**src/rtl/argmax_theta_pkg.sv**
```systemverilog
`default_nettype none
// ============================================================================
//  Module      : argmax_theta_pkg
//  Description : Shared types and sizing for the argmax_theta peak search.
//                Optional feature macro: ARGMAX_THRESH_EN (see argmax_theta).
//  Revision    : 1.0 - initial release
// ============================================================================
package argmax_theta_pkg;

  // Samples per search window (power of two) and metric width.
  parameter int unsigned N_WIN    = 256;
  parameter int unsigned METRIC_W = 24;

  // Index width; kept at least one bit so a degenerate window still elaborates.
  localparam int unsigned THETA_W = (N_WIN > 1) ? $clog2(N_WIN) : 1;

  typedef logic [THETA_W-1:0]  theta_t;
  typedef logic [METRIC_W-1:0] metric_t;

  // Index of the newest sample of a window.
  localparam theta_t C_LAST_IDX = theta_t'(N_WIN - 1);

endpackage : argmax_theta_pkg
`default_nettype wire

```
**src/rtl/argmax_theta_if.sv**
```systemverilog
`default_nettype none
// ============================================================================
//  Module      : argmax_theta_if
//  Description : Sample stream in / window result out for argmax_theta.
//                master = producer of metrics and consumer of results,
//                slave  = the argmax_theta block itself.
//                With ARGMAX_THRESH_EN defined a thresh_in signal is added.
//  Revision    : 1.0 - initial release
// ============================================================================
interface argmax_theta_if;
  import argmax_theta_pkg::*;

  logic    sync_clear;
  metric_t metric_in;
  logic    metric_valid;
`ifdef ARGMAX_THRESH_EN
  metric_t thresh_in;
`endif
  theta_t  theta_out;
  metric_t max_out;
  logic    argmax_valid;

  modport master (
    output sync_clear,
    output metric_in,
    output metric_valid,
`ifdef ARGMAX_THRESH_EN
    output thresh_in,
`endif
    input  theta_out,
    input  max_out,
    input  argmax_valid
  );

  modport slave (
    input  sync_clear,
    input  metric_in,
    input  metric_valid,
`ifdef ARGMAX_THRESH_EN
    input  thresh_in,
`endif
    output theta_out,
    output max_out,
    output argmax_valid
  );

endinterface : argmax_theta_if
`default_nettype wire

```
**src/rtl/argmax_theta.sv**
```systemverilog
`default_nettype none
// ============================================================================
//  Module      : argmax_theta
//  Description : Streaming peak search. Tracks the running maximum of the
//                timing metric over windows of N_WIN accepted samples and, one
//                cycle after the last sample of a window, presents the
//                in-window index of the maximum (0 = oldest) with a one-cycle
//                argmax_valid pulse. Ties keep the earliest index.
//                Optional macro ARGMAX_THRESH_EN: adds thresh_in; the pulse is
//                only issued when the window maximum is >= thresh_in.
//  Revision    : 1.0 - initial release
// ============================================================================
module argmax_theta
  import argmax_theta_pkg::*;
(
  input  wire logic          clk,
  input  wire logic          rst_n,
  argmax_theta_if.slave      bus
);

  // State encoding
  localparam logic [0:0] S_SEARCH = 1'b0;
  localparam logic [0:0] S_EMIT   = 1'b1;

  logic [0:0] r_state;
  logic [0:0] w_state_nxt;

  theta_t  r_count;     // in-window index of the next accepted sample
  metric_t r_run_max;   // running maximum of the current window
  theta_t  r_run_idx;   // index of the running maximum
  theta_t  r_theta;     // result of the last completed window
  metric_t r_max;

  theta_t  w_idx;       // index the sample on the bus would take
  logic    w_first;
  logic    w_take;
  logic    w_last;
  metric_t w_cand_max;  // running max including the current sample
  theta_t  w_cand_idx;

  // Resolve the current sample's index and whether it becomes the new maximum.
  // A restart makes the incoming sample index 0 of a fresh window, so the
  // first-sample load also discards any stale maximum.
  always_comb begin
    w_idx      = bus.sync_clear ? '0 : r_count;
    w_first    = (w_idx == '0);
    w_take     = bus.metric_valid && (w_first || (bus.metric_in > r_run_max));
    w_cand_max = w_take ? bus.metric_in : r_run_max;
    w_cand_idx = w_take ? w_idx : r_run_idx;
    w_last     = bus.metric_valid && (w_idx == C_LAST_IDX);
  end

  // Sample counter: advances per accepted sample, wraps at the window size.
  always_ff @(posedge clk or negedge rst_n) begin
    if (!rst_n) begin
      r_count <= '0;
    end else if (bus.metric_valid) begin
      r_count <= theta_t'(w_idx + 1'b1);
    end else if (bus.sync_clear) begin
      r_count <= '0;
    end
  end

  // Running maximum and its index for the window in progress.
  always_ff @(posedge clk or negedge rst_n) begin
    if (!rst_n) begin
      r_run_max <= '0;
      r_run_idx <= '0;
    end else if (bus.metric_valid) begin
      r_run_max <= w_cand_max;
      r_run_idx <= w_cand_idx;
    end else if (bus.sync_clear) begin
      r_run_max <= '0;
      r_run_idx <= '0;
    end
  end

  // Result registers: capture the final comparison of a completed window and
  // hold it until the next window completes.
  always_ff @(posedge clk or negedge rst_n) begin
    if (!rst_n) begin
      r_theta <= '0;
      r_max   <= '0;
    end else if (w_last) begin
      r_theta <= w_cand_idx;
      r_max   <= w_cand_max;
    end
  end

  // FSM state register.
  always_ff @(posedge clk or negedge rst_n) begin
    if (!rst_n) begin
      r_state <= S_SEARCH;
    end else begin
      r_state <= w_state_nxt;
    end
  end

  // FSM next state: EMIT lasts exactly one cycle; a sample arriving in EMIT
  // already belongs to the next window, so no dead cycle is needed.
  always_comb begin
    w_state_nxt = S_SEARCH;
    case (r_state)
      S_SEARCH: w_state_nxt = w_last ? S_EMIT : S_SEARCH;
      S_EMIT:   w_state_nxt = w_last ? S_EMIT : S_SEARCH;
      default:  w_state_nxt = S_SEARCH;
    endcase
  end

  // FSM outputs: the pulse comes straight from the registered state, so a
  // restart in the EMIT cycle cannot retract a pulse already on the bus.
  always_comb begin
    bus.theta_out    = r_theta;
    bus.max_out      = r_max;
`ifdef ARGMAX_THRESH_EN
    bus.argmax_valid = (r_state == S_EMIT) && (r_max >= bus.thresh_in);
`else
    bus.argmax_valid = (r_state == S_EMIT);
`endif
  end

endmodule : argmax_theta
`default_nettype wire

```
**src/flat_wrapper.sv**
```systemverilog
// flat-port wrapper written by rule: the top's interface ports become plain ports
module argmax_theta_flat import argmax_theta_pkg::*;
  (clk, rst_n, bus_sync_clear, bus_metric_in, bus_metric_valid, bus_theta_out, bus_max_out, bus_argmax_valid);
  argmax_theta_if bus_i ();
  input  wire logic clk;
  input  wire logic rst_n;
  input wire logic [$bits(bus_i.sync_clear)-1:0] bus_sync_clear;
  input wire logic [$bits(bus_i.metric_in)-1:0] bus_metric_in;
  input wire logic [$bits(bus_i.metric_valid)-1:0] bus_metric_valid;
  output wire logic [$bits(bus_i.theta_out)-1:0] bus_theta_out;
  output wire logic [$bits(bus_i.max_out)-1:0] bus_max_out;
  output wire logic [$bits(bus_i.argmax_valid)-1:0] bus_argmax_valid;
  assign bus_i.sync_clear = bus_sync_clear;
  assign bus_i.metric_in = bus_metric_in;
  assign bus_i.metric_valid = bus_metric_valid;
  assign bus_theta_out = bus_i.theta_out;
  assign bus_max_out = bus_i.max_out;
  assign bus_argmax_valid = bus_i.argmax_valid;
  argmax_theta u_core (.clk(clk), .rst_n(rst_n), .bus(bus_i));
endmodule
```
**config.mk**
```make
export PLATFORM = sky130hd
export DESIGN_NAME = argmax_theta_flat
export DESIGN_NICKNAME = d
export VERILOG_FILES = /design/src/rtl/argmax_theta_pkg.sv /design/src/rtl/argmax_theta_if.sv /design/src/rtl/argmax_theta.sv /design/src/flat_wrapper.sv
export SDC_FILE = /design/constraint.sdc
export NUM_CORES = 1
export LEC_CHECK = 0
export BUFFER_PORTS_ARGS = -buffer_cell sky130_fd_sc_hd__buf_2
export CELL_PAD_IN_SITES_DETAIL_PLACEMENT = 2
export CELL_PAD_IN_SITES_GLOBAL_PLACEMENT = 2
export CORE_ASPECT_RATIO = 0.7
export CORE_MARGIN = 2
export CORE_UTILIZATION = 36
export CTS_CLUSTER_SIZE = 25
export DETAILED_ROUTE_END_ITERATION = 12
export HOLD_SLACK_MARGIN = 0.06
export PLACE_DENSITY = 0.76
export SYNTH_ARGS = -nofsm -noshare
export SYNTH_HDL_FRONTEND = slang
export SYNTH_SLANG_ARGS = --single-unit
```
**constraint.sdc**
```tcl
create_clock -name clk -period 2.95 [get_ports clk]
set_input_delay 0.1475 -clock clk [delete_from_list [all_inputs] [get_ports clk]]
set_output_delay 0.1475 -clock clk [all_outputs]
set_load 0.01 [all_outputs]
```
==> qor.txt <==
Slew @ Worst Pin = 0.968 ns
Cell variety after synth = 36
largest net degree at the start of global routing = 74
syn_nets = 404
Max IR drop VDD = 0.322 mV
Synth Instances = 350
area of the die = 11100 sq um
Flop pwr share = 42.2%
Ports = 61
simple-gate portion of the synthesized area = 9.83%
post-route setup TNS = 0 ns
top post-synthesis cells by area = dfrtp_1 (49%), ha_1 (8.8%), mux2i_1 (8.4%)
Synth Area in XOR/XNOR = 1.42%
I/O Buffers = 60
area of the multi-input gates = 1680 sq um
grt ovf = 0
Fillers = 1041
antenna cells = 0
fin crit period = 2.64 ns
post-synthesis mux area share = 8.40%
worst relative slew slack = 35.5%
Vias/cell = 5.37
CTS sink count = 73
share of cells above drive strength 1 = 21.8%
number of synthesized register bits = 73
Slew Viols, Final = 0
Max Cap Viol = 0
Net Switching = 0.707 mW
final WL = 10.5 mm
post-synthesis cell area = 3690 sq um
clk_lat worst skew = 0.34 ns
Routed Antenna Nets = 0
Die Wd = 125 microns
Initial Utilization = 37.5%
drt pass-1 iters = 4
CTS Root Cell = clkbuf_16
antenna violations before repair = 0
number of global-route vias before repair = 3238
Post-synth EDFFs = 0
final non-filler cell total = 546
post-synthesis compound-gate area fraction = 16.3%
Initial DRC Count = 110
deepest clock path buffer count = 2
Fmax achieved = 0.378 GHz
drt wl/cell = 19.3 microns
largest family of logic cells by synthesized area = compound AO/OA/AOI/OAI gates
hold crit path type = input port to flop
final hold violation count = 0
DRC = 0
first-pass GRT wire length = 17.5 mm
number of post-CTS setup repair buffers = 0
WP data required = 3.16 ns
num rows = 30
Placed Instances = 529
Async S/R FF share, synth = 100%
status = completed
CTS Buf Count = 9
H-tree levels = 3
Nets = 467
Synth top area share = 49.5%
cell-internal power = 1.91 mW
CP Capture Type = flop
Layout Skew = 0.00686 ns
clock slew at the register clock pins of the worst setup and hold paths = 0.06 ns
Core Area = 9830 sq um
Final Wtd Congestion = 0.743
DR vias = 2932
sequential fraction of the synthesis area = 49.5%
Power Density = 586 nW/um^2
Syn-to-layout area delta = 20.8%
RSZ-0062 raised after global routing = no
area leader, netlist = dfrtp_1
final setup fails = 0
leakage power = 2.28 nW
GRT Total Usage = 20.3%
Mean Syn Cell Area = 10.5 sq um
WS Path Type = flop to flop
count leader, synth = dfrtp_1
Comb power frac = 15.7%
Die Ht = 88.7 microns
Adder-Cell Fraction of Synth Area = 8.81%
WP data arrival = 2.85 ns
ys flop type = dfrtp_1
crit path max fanout = 38
Synthesis Warnings = 0
CP startpoint kind = flop
dpl hpwl = 6.90 mm
most frequent cells after synthesis = dfrtp_1 (73), nor2_1 (45), a21oi_1 (42), mux2i_1 (31), inv_1 (29)
CTS tree = done
Storage cell area = 1830 sq um
Layout Utilization = 45.4%
clock share of power = 42.1%
Sw Ratio = 27.1%
crit share post-route = 89.6%
## layer usage
metal  routed length, microns  vias to the layer above  GRT usage, %
li1                         -                     1357             -
met1                     5060                     1514          26.8
met2                     4990                       53          33.9
met3                      393                        8          5.62
met4                       68                        0          4.24
met5                        0                        -             0
## cell type report
cell class / instances / area share, %
Sequential cell: 73 / 40.9
Multi-Input combinational cell: 230 / 37.5
Timing Repair Buffer: 70 / 8.81
Clock buffer: 11 / 5.44
Tap cell: 128 / 3.59
Inverter: 29 / 2.44
Clock inverter: 5 / 1.23
## cells in the final DEF, fill, tap and decap left out, types with 3 or more instances in the layout
cell type  netlist  final
nand3_1          6      6
a22o_1          26     26
nand2_1          6      6
o2bb2ai_1        5      5
buf_2            3     59
nand4_1          7      7
a21o_1           4      4
nor2_1          45     45
nor2b_1          3      3
mux2i_1         31     31
ha_1            26     26
a21oi_1         42     42
xnor2_1          4      4
inv_1           29     29
dfrtp_1         73     73
buf_4            4      9
clkbuf_16        0      9
## state kept, by name, indices dropped and copies added (netlist names)
| name | cells |
|---|---|
| u_core.bus.argmax_valid | 1 |
| u_core.bus.max_out | 24 |
| u_core.bus.theta_out | 8 |
| u_core.r_count | 8 |
| u_core.r_run_idx | 8 |
| u_core.r_run_max | 24 |
## power groups by stage
stage / logic, mW / registers (mW) / clock network (mW)
2_1_floorplan: 0.278 / 1.10 / 0
3_3_place_gp: 0.388 / 1.11 / 0
3_5_place_dp: 0.403 / 1.12 / 0
4_1_cts: 0.415 / 1.10 / 1.13
5_1_grt: 0.465 / 1.11 / 1.16
6_report: 0.409 / 1.10 / 1.10
## through the flow
stage	hold slack [ns]	setup WS (ns)	power (mW)	area, sq um
global placement	0.368	0.399	1.50	4150
CTS	0.0617	0.158	2.65	4460
finish	0.0844	0.305	2.61	4460
global route	0.0766	0.0843	2.73	4460
detailed placement	0.372	0.161	1.52	4150
floorplan	-0.148	0.605	1.38	3690
## what timing repair did
action / CTS / global route
hold endpoints to repair: 73 / 0
hold buffers: 1 / 0
resized for setup: 0 / 1
endpoints found under the setup margin: 0 / 7
## worst max-delay path, cell delays in order (launching register included)
cell and delay, ns:
dfrtp_1 0.38, inv_1 0.06, ha_1 0.33, nand4_1 0.21, a2111oi_0 0.54, nor4_2 0.10, a21oi_4 0.24, buf_12 0.26
mux2i_1 0.27, a21oi_1 0.10
## final timing paths
kind | startpoint | to | slack, ns | cells after the start
max in group asynchronous | rst_n | u_core.r_run_max[10] | 1.82 | 2
min in group asynchronous | rst_n | u_core.bus.theta_out[1] | 0.50 | 2
hold reg to reg | u_core.r_run_idx[0] | u_core.r_run_idx[0] | 0.51 | 1
setup reg to reg | u_core.r_run_max[19] | u_core.bus.theta_out[1] | 0.31 | 9
hold / removal | bus_metric_in[16] | u_core.r_run_max[16] | 0.08 | 2
setup / recovery | u_core.r_run_max[19] | u_core.bus.theta_out[1] | 0.31 | 9
## kinds of logic (layout without fill, tap and decap cells)
family / Yosys count / count (layout)
and+or+nand+nor: 78 / 78
buffers and inverters: 47 / 115
xor gates and xnor gates: 6 / 6
AOI/OAI and AO/OA: 89 / 89
DFF: 73 / 73
adders and majority gates: 26 / 26
muxes: 31 / 31
(Power assumes the default switching activity.)
